==> src/rtl/pipe_stage_buf_if.sv <==
// Handshake and payload bundle for pipe_stage_buf.
// master: upstream/downstream environment side; slave: the stage itself.
interface pipe_stage_buf_if #(
    parameter int DATA_W     = 32,
    parameter int CTRL_W     = 15,
    parameter int INST_W     = 32,
    parameter int INST_OUT_W = 12,
    parameter int CNT_W      = 16
);
    logic                  flush;
    logic                  in_valid;
    logic                  in_ready;
    logic [INST_W-1:0]     in_inst;
    logic [CTRL_W-1:0]     in_ctrl;
    logic [DATA_W-1:0]     in_alu;
    logic [DATA_W-1:0]     in_a;
    logic [DATA_W-1:0]     in_b;
    logic                  out_valid;
    logic                  out_ready;
    logic [INST_OUT_W-1:0] out_inst;
    logic [CTRL_W-1:0]     out_ctrl;
    logic [DATA_W-1:0]     out_alu;
    logic [DATA_W-1:0]     out_a;
    logic [DATA_W-1:0]     out_b;
    logic [CNT_W-1:0]      stall_cnt;

    modport master (
        output flush, in_valid, in_inst, in_ctrl, in_alu, in_a, in_b, out_ready,
        input  in_ready, out_valid, out_inst, out_ctrl, out_alu, out_a, out_b, stall_cnt
    );

    modport slave (
        input  flush, in_valid, in_inst, in_ctrl, in_alu, in_a, in_b, out_ready,
        output in_ready, out_valid, out_inst, out_ctrl, out_alu, out_a, out_b, stall_cnt
    );
endinterface

==> src/rtl/pipe_stage_buf.sv <==
// pipe_stage_buf: one-entry pipeline register with optional skid entry.
// Build option: define PIPE_STAGE_BUF_SKID_EN to add the skid entry S and a
// registered in_ready (= !S.valid); otherwise in_ready is combinational
// (out_ready | !M.valid). Beats leave in acceptance order, one-cycle latency.
module pipe_stage_buf #(
    parameter int DATA_W     = 32,
    parameter int CTRL_W     = 15,
    parameter int INST_W     = 32,
    parameter int INST_OUT_W = 12,
    parameter int CNT_W      = 16
) (
    input logic             clk,
    input logic             rst,
    pipe_stage_buf_if.slave bus
);
    localparam int PW = INST_OUT_W + CTRL_W + 3 * DATA_W;

`ifdef PIPE_STAGE_BUF_SKID_EN
    typedef enum logic [1:0] {ST_EMPTY, ST_ONE, ST_FULL} state_t;
`else
    typedef enum logic [1:0] {ST_EMPTY, ST_ONE} state_t;
`endif

    state_t          state_q;
    logic            m_valid_q;
    logic [PW-1:0]   m_data_q;
    logic            rdy_q;      // low in reset, gates in_ready until first edge after release
    logic [CNT_W-1:0] stall_cnt_q;
    logic [PW-1:0]   in_data;
    logic            in_xfer;
    logic            out_xfer;
    logic            unused_inst_hi;

    // Upper instruction bits are intentionally dropped when narrowing.
    assign unused_inst_hi = ^bus.in_inst;

    assign in_data  = {bus.in_inst[INST_OUT_W-1:0], bus.in_ctrl, bus.in_alu, bus.in_a, bus.in_b};
    assign in_xfer  = bus.in_valid & bus.in_ready;
    assign out_xfer = m_valid_q & bus.out_ready;

`ifdef PIPE_STAGE_BUF_SKID_EN
    logic            s_valid_q;
    logic [PW-1:0]   s_data_q;
    assign bus.in_ready = rdy_q;
`else
    assign bus.in_ready = rdy_q & (bus.out_ready | ~m_valid_q);
`endif

    assign bus.out_valid = m_valid_q;
    assign {bus.out_inst, bus.out_ctrl, bus.out_alu, bus.out_a, bus.out_b} = m_data_q;
    assign bus.stall_cnt = stall_cnt_q;

    // Occupancy state machine and storage; flush overrides every transition.
    always_ff @(posedge clk or posedge rst) begin
        if (rst) begin
            state_q   <= ST_EMPTY;
            m_valid_q <= 1'b0;
            m_data_q  <= '0;
            rdy_q     <= 1'b0;
`ifdef PIPE_STAGE_BUF_SKID_EN
            s_valid_q <= 1'b0;
            s_data_q  <= '0;
`endif
        end else if (bus.flush) begin
            state_q   <= ST_EMPTY;
            m_valid_q <= 1'b0;
            m_data_q  <= '0;
            rdy_q     <= 1'b1;
`ifdef PIPE_STAGE_BUF_SKID_EN
            s_valid_q <= 1'b0;
            s_data_q  <= '0;
`endif
        end else begin
            rdy_q <= 1'b1;
            case (state_q)
                ST_EMPTY: begin
                    if (in_xfer) begin
                        state_q   <= ST_ONE;
                        m_valid_q <= 1'b1;
                        m_data_q  <= in_data;
                    end
                end
                ST_ONE: begin
                    if (in_xfer && out_xfer) begin
                        m_data_q <= in_data;
`ifdef PIPE_STAGE_BUF_SKID_EN
                    end else if (in_xfer) begin
                        state_q   <= ST_FULL;
                        s_valid_q <= 1'b1;
                        s_data_q  <= in_data;
                        rdy_q     <= 1'b0;
`endif
                    end else if (out_xfer) begin
                        // Payload is left in place so outputs keep their last values.
                        state_q   <= ST_EMPTY;
                        m_valid_q <= 1'b0;
                    end
                end
`ifdef PIPE_STAGE_BUF_SKID_EN
                ST_FULL: begin
                    if (out_xfer) begin
                        state_q   <= ST_ONE;
                        m_data_q  <= s_data_q;
                        s_valid_q <= 1'b0;
                    end else begin
                        rdy_q <= 1'b0;
                    end
                end
`endif
                default: begin
                    state_q   <= ST_EMPTY;
                    m_valid_q <= 1'b0;
                end
            endcase
        end
    end

    // Back-pressure counter: saturating, cleared only by reset.
    always_ff @(posedge clk or posedge rst) begin
        if (rst) begin
            stall_cnt_q <= '0;
        end else if (m_valid_q && !bus.out_ready && (stall_cnt_q != {CNT_W{1'b1}})) begin
            stall_cnt_q <= stall_cnt_q + CNT_W'(1);
        end
    end
endmodule

==> src/flat_wrapper.sv <==
// flat-port wrapper written by rule: the top's interface ports become plain ports
module pipe_stage_buf_flat 
#(
    parameter int DATA_W     = 32,
    parameter int CTRL_W     = 15,
    parameter int INST_W     = 32,
    parameter int INST_OUT_W = 12,
    parameter int CNT_W      = 16
)
  (clk, rst, bus_flush, bus_in_valid, bus_in_inst, bus_in_ctrl, bus_in_alu, bus_in_a, bus_in_b, bus_out_ready, bus_in_ready, bus_out_valid, bus_out_inst, bus_out_ctrl, bus_out_alu, bus_out_a, bus_out_b, bus_stall_cnt);
  pipe_stage_buf_if #(.DATA_W(DATA_W), .CTRL_W(CTRL_W), .INST_W(INST_W), .INST_OUT_W(INST_OUT_W), .CNT_W(CNT_W)) bus_i ();
  input logic clk;
  input logic rst;
  input wire logic [$bits(bus_i.flush)-1:0] bus_flush;
  input wire logic [$bits(bus_i.in_valid)-1:0] bus_in_valid;
  input wire logic [$bits(bus_i.in_inst)-1:0] bus_in_inst;
  input wire logic [$bits(bus_i.in_ctrl)-1:0] bus_in_ctrl;
  input wire logic [$bits(bus_i.in_alu)-1:0] bus_in_alu;
  input wire logic [$bits(bus_i.in_a)-1:0] bus_in_a;
  input wire logic [$bits(bus_i.in_b)-1:0] bus_in_b;
  input wire logic [$bits(bus_i.out_ready)-1:0] bus_out_ready;
  output wire logic [$bits(bus_i.in_ready)-1:0] bus_in_ready;
  output wire logic [$bits(bus_i.out_valid)-1:0] bus_out_valid;
  output wire logic [$bits(bus_i.out_inst)-1:0] bus_out_inst;
  output wire logic [$bits(bus_i.out_ctrl)-1:0] bus_out_ctrl;
  output wire logic [$bits(bus_i.out_alu)-1:0] bus_out_alu;
  output wire logic [$bits(bus_i.out_a)-1:0] bus_out_a;
  output wire logic [$bits(bus_i.out_b)-1:0] bus_out_b;
  output wire logic [$bits(bus_i.stall_cnt)-1:0] bus_stall_cnt;
  assign bus_i.flush = bus_flush;
  assign bus_i.in_valid = bus_in_valid;
  assign bus_i.in_inst = bus_in_inst;
  assign bus_i.in_ctrl = bus_in_ctrl;
  assign bus_i.in_alu = bus_in_alu;
  assign bus_i.in_a = bus_in_a;
  assign bus_i.in_b = bus_in_b;
  assign bus_i.out_ready = bus_out_ready;
  assign bus_in_ready = bus_i.in_ready;
  assign bus_out_valid = bus_i.out_valid;
  assign bus_out_inst = bus_i.out_inst;
  assign bus_out_ctrl = bus_i.out_ctrl;
  assign bus_out_alu = bus_i.out_alu;
  assign bus_out_a = bus_i.out_a;
  assign bus_out_b = bus_i.out_b;
  assign bus_stall_cnt = bus_i.stall_cnt;
  pipe_stage_buf #(.DATA_W(DATA_W), .CTRL_W(CTRL_W), .INST_W(INST_W), .INST_OUT_W(INST_OUT_W), .CNT_W(CNT_W)) u_core (.clk(clk), .rst(rst), .bus(bus_i));
endmodule
==> config.mk <==
export PLATFORM = sky130hd
export DESIGN_NAME = pipe_stage_buf_flat
export DESIGN_NICKNAME = d
export VERILOG_FILES = /design/src/rtl/pipe_stage_buf_if.sv /design/src/rtl/pipe_stage_buf.sv /design/src/flat_wrapper.sv
export SDC_FILE = /design/constraint.sdc
export NUM_CORES = 1
export LEC_CHECK = 0
export BUFFER_PORTS_ARGS = -buffer_cell sky130_fd_sc_hd__buf_2
export CORE_AREA = 2 2 111 113
export DETAILED_ROUTE_END_ITERATION = 12
export DIE_AREA = 0 0 113 115
export PLACE_DENSITY_LB_ADDON = 0.08
export SETUP_SLACK_MARGIN = 0.2
export SLEW_MARGIN = 5
export SYNTH_ARGS = -nofsm -noshare
export SYNTH_HDL_FRONTEND = slang
export SYNTH_SLANG_ARGS = --single-unit
==> constraint.sdc <==
create_clock -name clk -period 6.3 [get_ports clk]
set_input_delay 0.315 -clock clk [delete_from_list [all_inputs] [get_ports clk]]
set_output_delay 0.315 -clock clk [all_outputs]
set_load 0.01 [all_outputs]
==> results.toml <==
[clock_tree]
clock-sinks = 141
clk_latency_ns = 0.40
clk_path_buf_depth = 2
postCtsHoldBufs = 0
htree_levels = 4
numCtsBuffers = 17
cts_tree = "yes"
cts_resized = 0
root_buffer = "clkbuf_16"
post-cts-setup-buffers = 0
clk_pin_slew_ns = 0.06

[die]
die_area_um2 = 13000
ios = 289
die_y_um = 115
coreArea_um2 = 11800
die_x_um = 113
rows = 40
initial_core_util_pct = 44.6

[synthesis]
synth_compound_area_share_pct = 21.4
ys_seq_elements = 141
synth_area_leader_cell = "dfrtp_1"
yosysMostFrequentCell = "dfrtp_1"
async_reset_ff_share_pct = 100
synthTopCellsByCount = "dfrtp_1, a22o_1, buf_2"
yosys-mux-area-fraction_pct = 0.499
yosys.area_share.simple_pct = 5.63
yosysTopAreaCellShare_pct = 67.0
synth_top_family_by_area = "compound AO/OA/AOI/OAI gates"
ys_types = 34
syn_inst = 353
synth_edf_count = 0
synth_xor_area_share_pct = 2.16
yosys-top-cells-area = "dfrtp_1, a22o_1, xor2_1"
avgSynthCellArea_um2 = 14.9
yosysWarnings = 0
synth_adder_area_share_pct = 0.238
ys_seq_area_share_pct = 67.0
synth_area_um2 = 5260
syn-num-nets = 502
synthFlopType = "dfrtp_1"

[timing]
worstMarginPinSlew_ns = 0.921
setup_tns_ns = 0
period_share_pct = 27.8
fmax_mhz = 571
min_period_ns = 1.75
final.setup_skew_ns = 0.00862
slew_viol_final = 0
finalHoldViolations = 1
setup_slack_ns = 4.55
hold-worst-slack_ns = -0.00479
setup_viol = 0
rsz0062_at_grt = "false"
maxSlewHeadroom_pct = 38.6

[final_layout]
finalNetCount = 768
drive_gt1_share_pct = 50.0
final_cells = 779
final.fill_count = 976
syn_to_final_growth_pct = 39.7
n_antenna_cell = 0

[setup_path]
crit_path_end_kind = "flop"
startpoint_type = "flop"
critPathMaxFanout = 70
critical_path.cell_chain = "nand2b_1 -> a31oi_4 -> buf_4 -> a22o_1"
cp_slowest_cell = "buf_4"
crit_type = "flop to flop"
cpPeakStageDelay_ns = 0.60
worstPathRequired_ns = 6.63
worstPathArrival_ns = 2.08

[global_route]
grt_max_degree = 75
grt_pass1_vias = 3989
grt_overflow_total = 0
grt_pass1_wl_um = 21200
antenna_found_initial = 0
grt.total_usage_pct = 20.9

[power_and_ir_drop]
power.density_nw_per_um2 = 314
leakage_nw = 4.15
finalPower_mw = 2.31
ir_drop_mv = 0.188

[job]
cap_violations = 0

[placed_design]
numPortBuffers = 268
dp_cells = 747
dp_hpwl_um = 9280
gp_routability_congestion = 0.766
place_ws_ns = 4.40

[routing]
ant_nets = 0
routed_wl_um = 13700
vias = 4029
drc = 20
wl_per_cell_um = 17.6
routed_via_density = 5.17
first_pass_iters = 8
drt_iter0_drc = 290

[run_status]
status = "finished, violations left"
failed_checks = "DRC, hold timing"

[hold_path]
hp-class = "primary input to async pin"
==> power by group <==
group	internal [mW]	switching, mW
Sequential	0.956	0.0391
Combinational	0.107	0.125
Clock	0.723	0.364
Total	1.79	0.527
==> layout by cell type (no fill, tap or decap), types with 2 or more instances in the layout <==
cell type,n
nand2b_1,2
clkbuf_8,2
xor2_1,10
buf_4,5
clkbuf_1,2
nand3_1,3
a21oi_1,2
clkinv_2,3
nor4_1,3
nor3_1,4
bufinv_16,5
nand2_1,5
dfrtp_1,141
xnor2_1,3
clkbuf_16,17
nand4_4,3
a22o_1,123
buf_2,268
clkinvlp_4,2
nor2_1,5
nor3b_1,2
inv_1,3
==> layer usage <==
| layer | track usage [%] | vias to the layer above | part of all wire [%] |
|---|---|---|---|
| met3 | 6.59 | 17 | 8.5 |
| met1 | 28.6 | 1930 | 42 |
| met4 | 8.13 | 0 | 1.9 |
| met5 | 0 | - | 0 |
| met2 | 31.5 | 202 | 47 |
| li1 | - | 1880 | - |
==> state kept, by name (all words and copies together) (netlist names) <==
signal / flops
u_core.m_data_q: 123
u_core.bus.stall_cnt: 16
u_core.rdy_q: 1
u_core.state_q: 1
==> path summary, 6_finish.rpt <==
kind	startpoint	end	slack (ns)	cells after the start
max in group asynchronous	rst	u_core.m_data_q[63]	4.97	3
worst max-delay path	u_core.state_q[0]	u_core.m_data_q[76]	4.55	4
worst min register to register	u_core.m_data_q[62]	u_core.m_data_q[62]	0.50	1
worst min-delay path	rst	u_core.m_data_q[40]	-0.005	2
min in group clk	bus_in_alu[26]	u_core.m_data_q[90]	0.12	2
worst max register to register	u_core.state_q[0]	u_core.m_data_q[76]	4.55	4
==> area by class of cell <==
type                    count  area [µm²]  share of cell area [%]
well taps                 147         184                    2.50
clock inverters            11         189                    2.57
repair buffers            273        1380                    18.7
inverters                   4        20.0                   0.272
flip-flops and latches    141        3530                    48.0
multi-input cells         182        1600                    21.7
clock buffers              21         460                    6.26
==> stage by stage <==
step                util (%)  area (µm²)  hold slack, ns
detailed placement      56.8        6710           0.439
finish                  62.3        7360        -0.00479
CTS                     62.3        7360         0.00299
global route            62.3        7360          0.0328
global placement        56.8        6710           0.430
floorplan                  -        5260           0.378
==> cell families after synthesis <==
logic type,count (synthesis)
compound gates,127
xor+xnor,13
fa+ha+maj,1
buf+inv,30
flops,141
mux,2
other cells,1
simple gates,38
==> critical path, delay by kind of cell (launching register included) <==
family | cells | cell delay (ns)
compound gates | 2 | 0.51
simple gates | 1 | 0.19
flops | 1 | 0.35
buf+inv | 1 | 0.60
No activity file was read; power rests on OpenSTA's default activity.
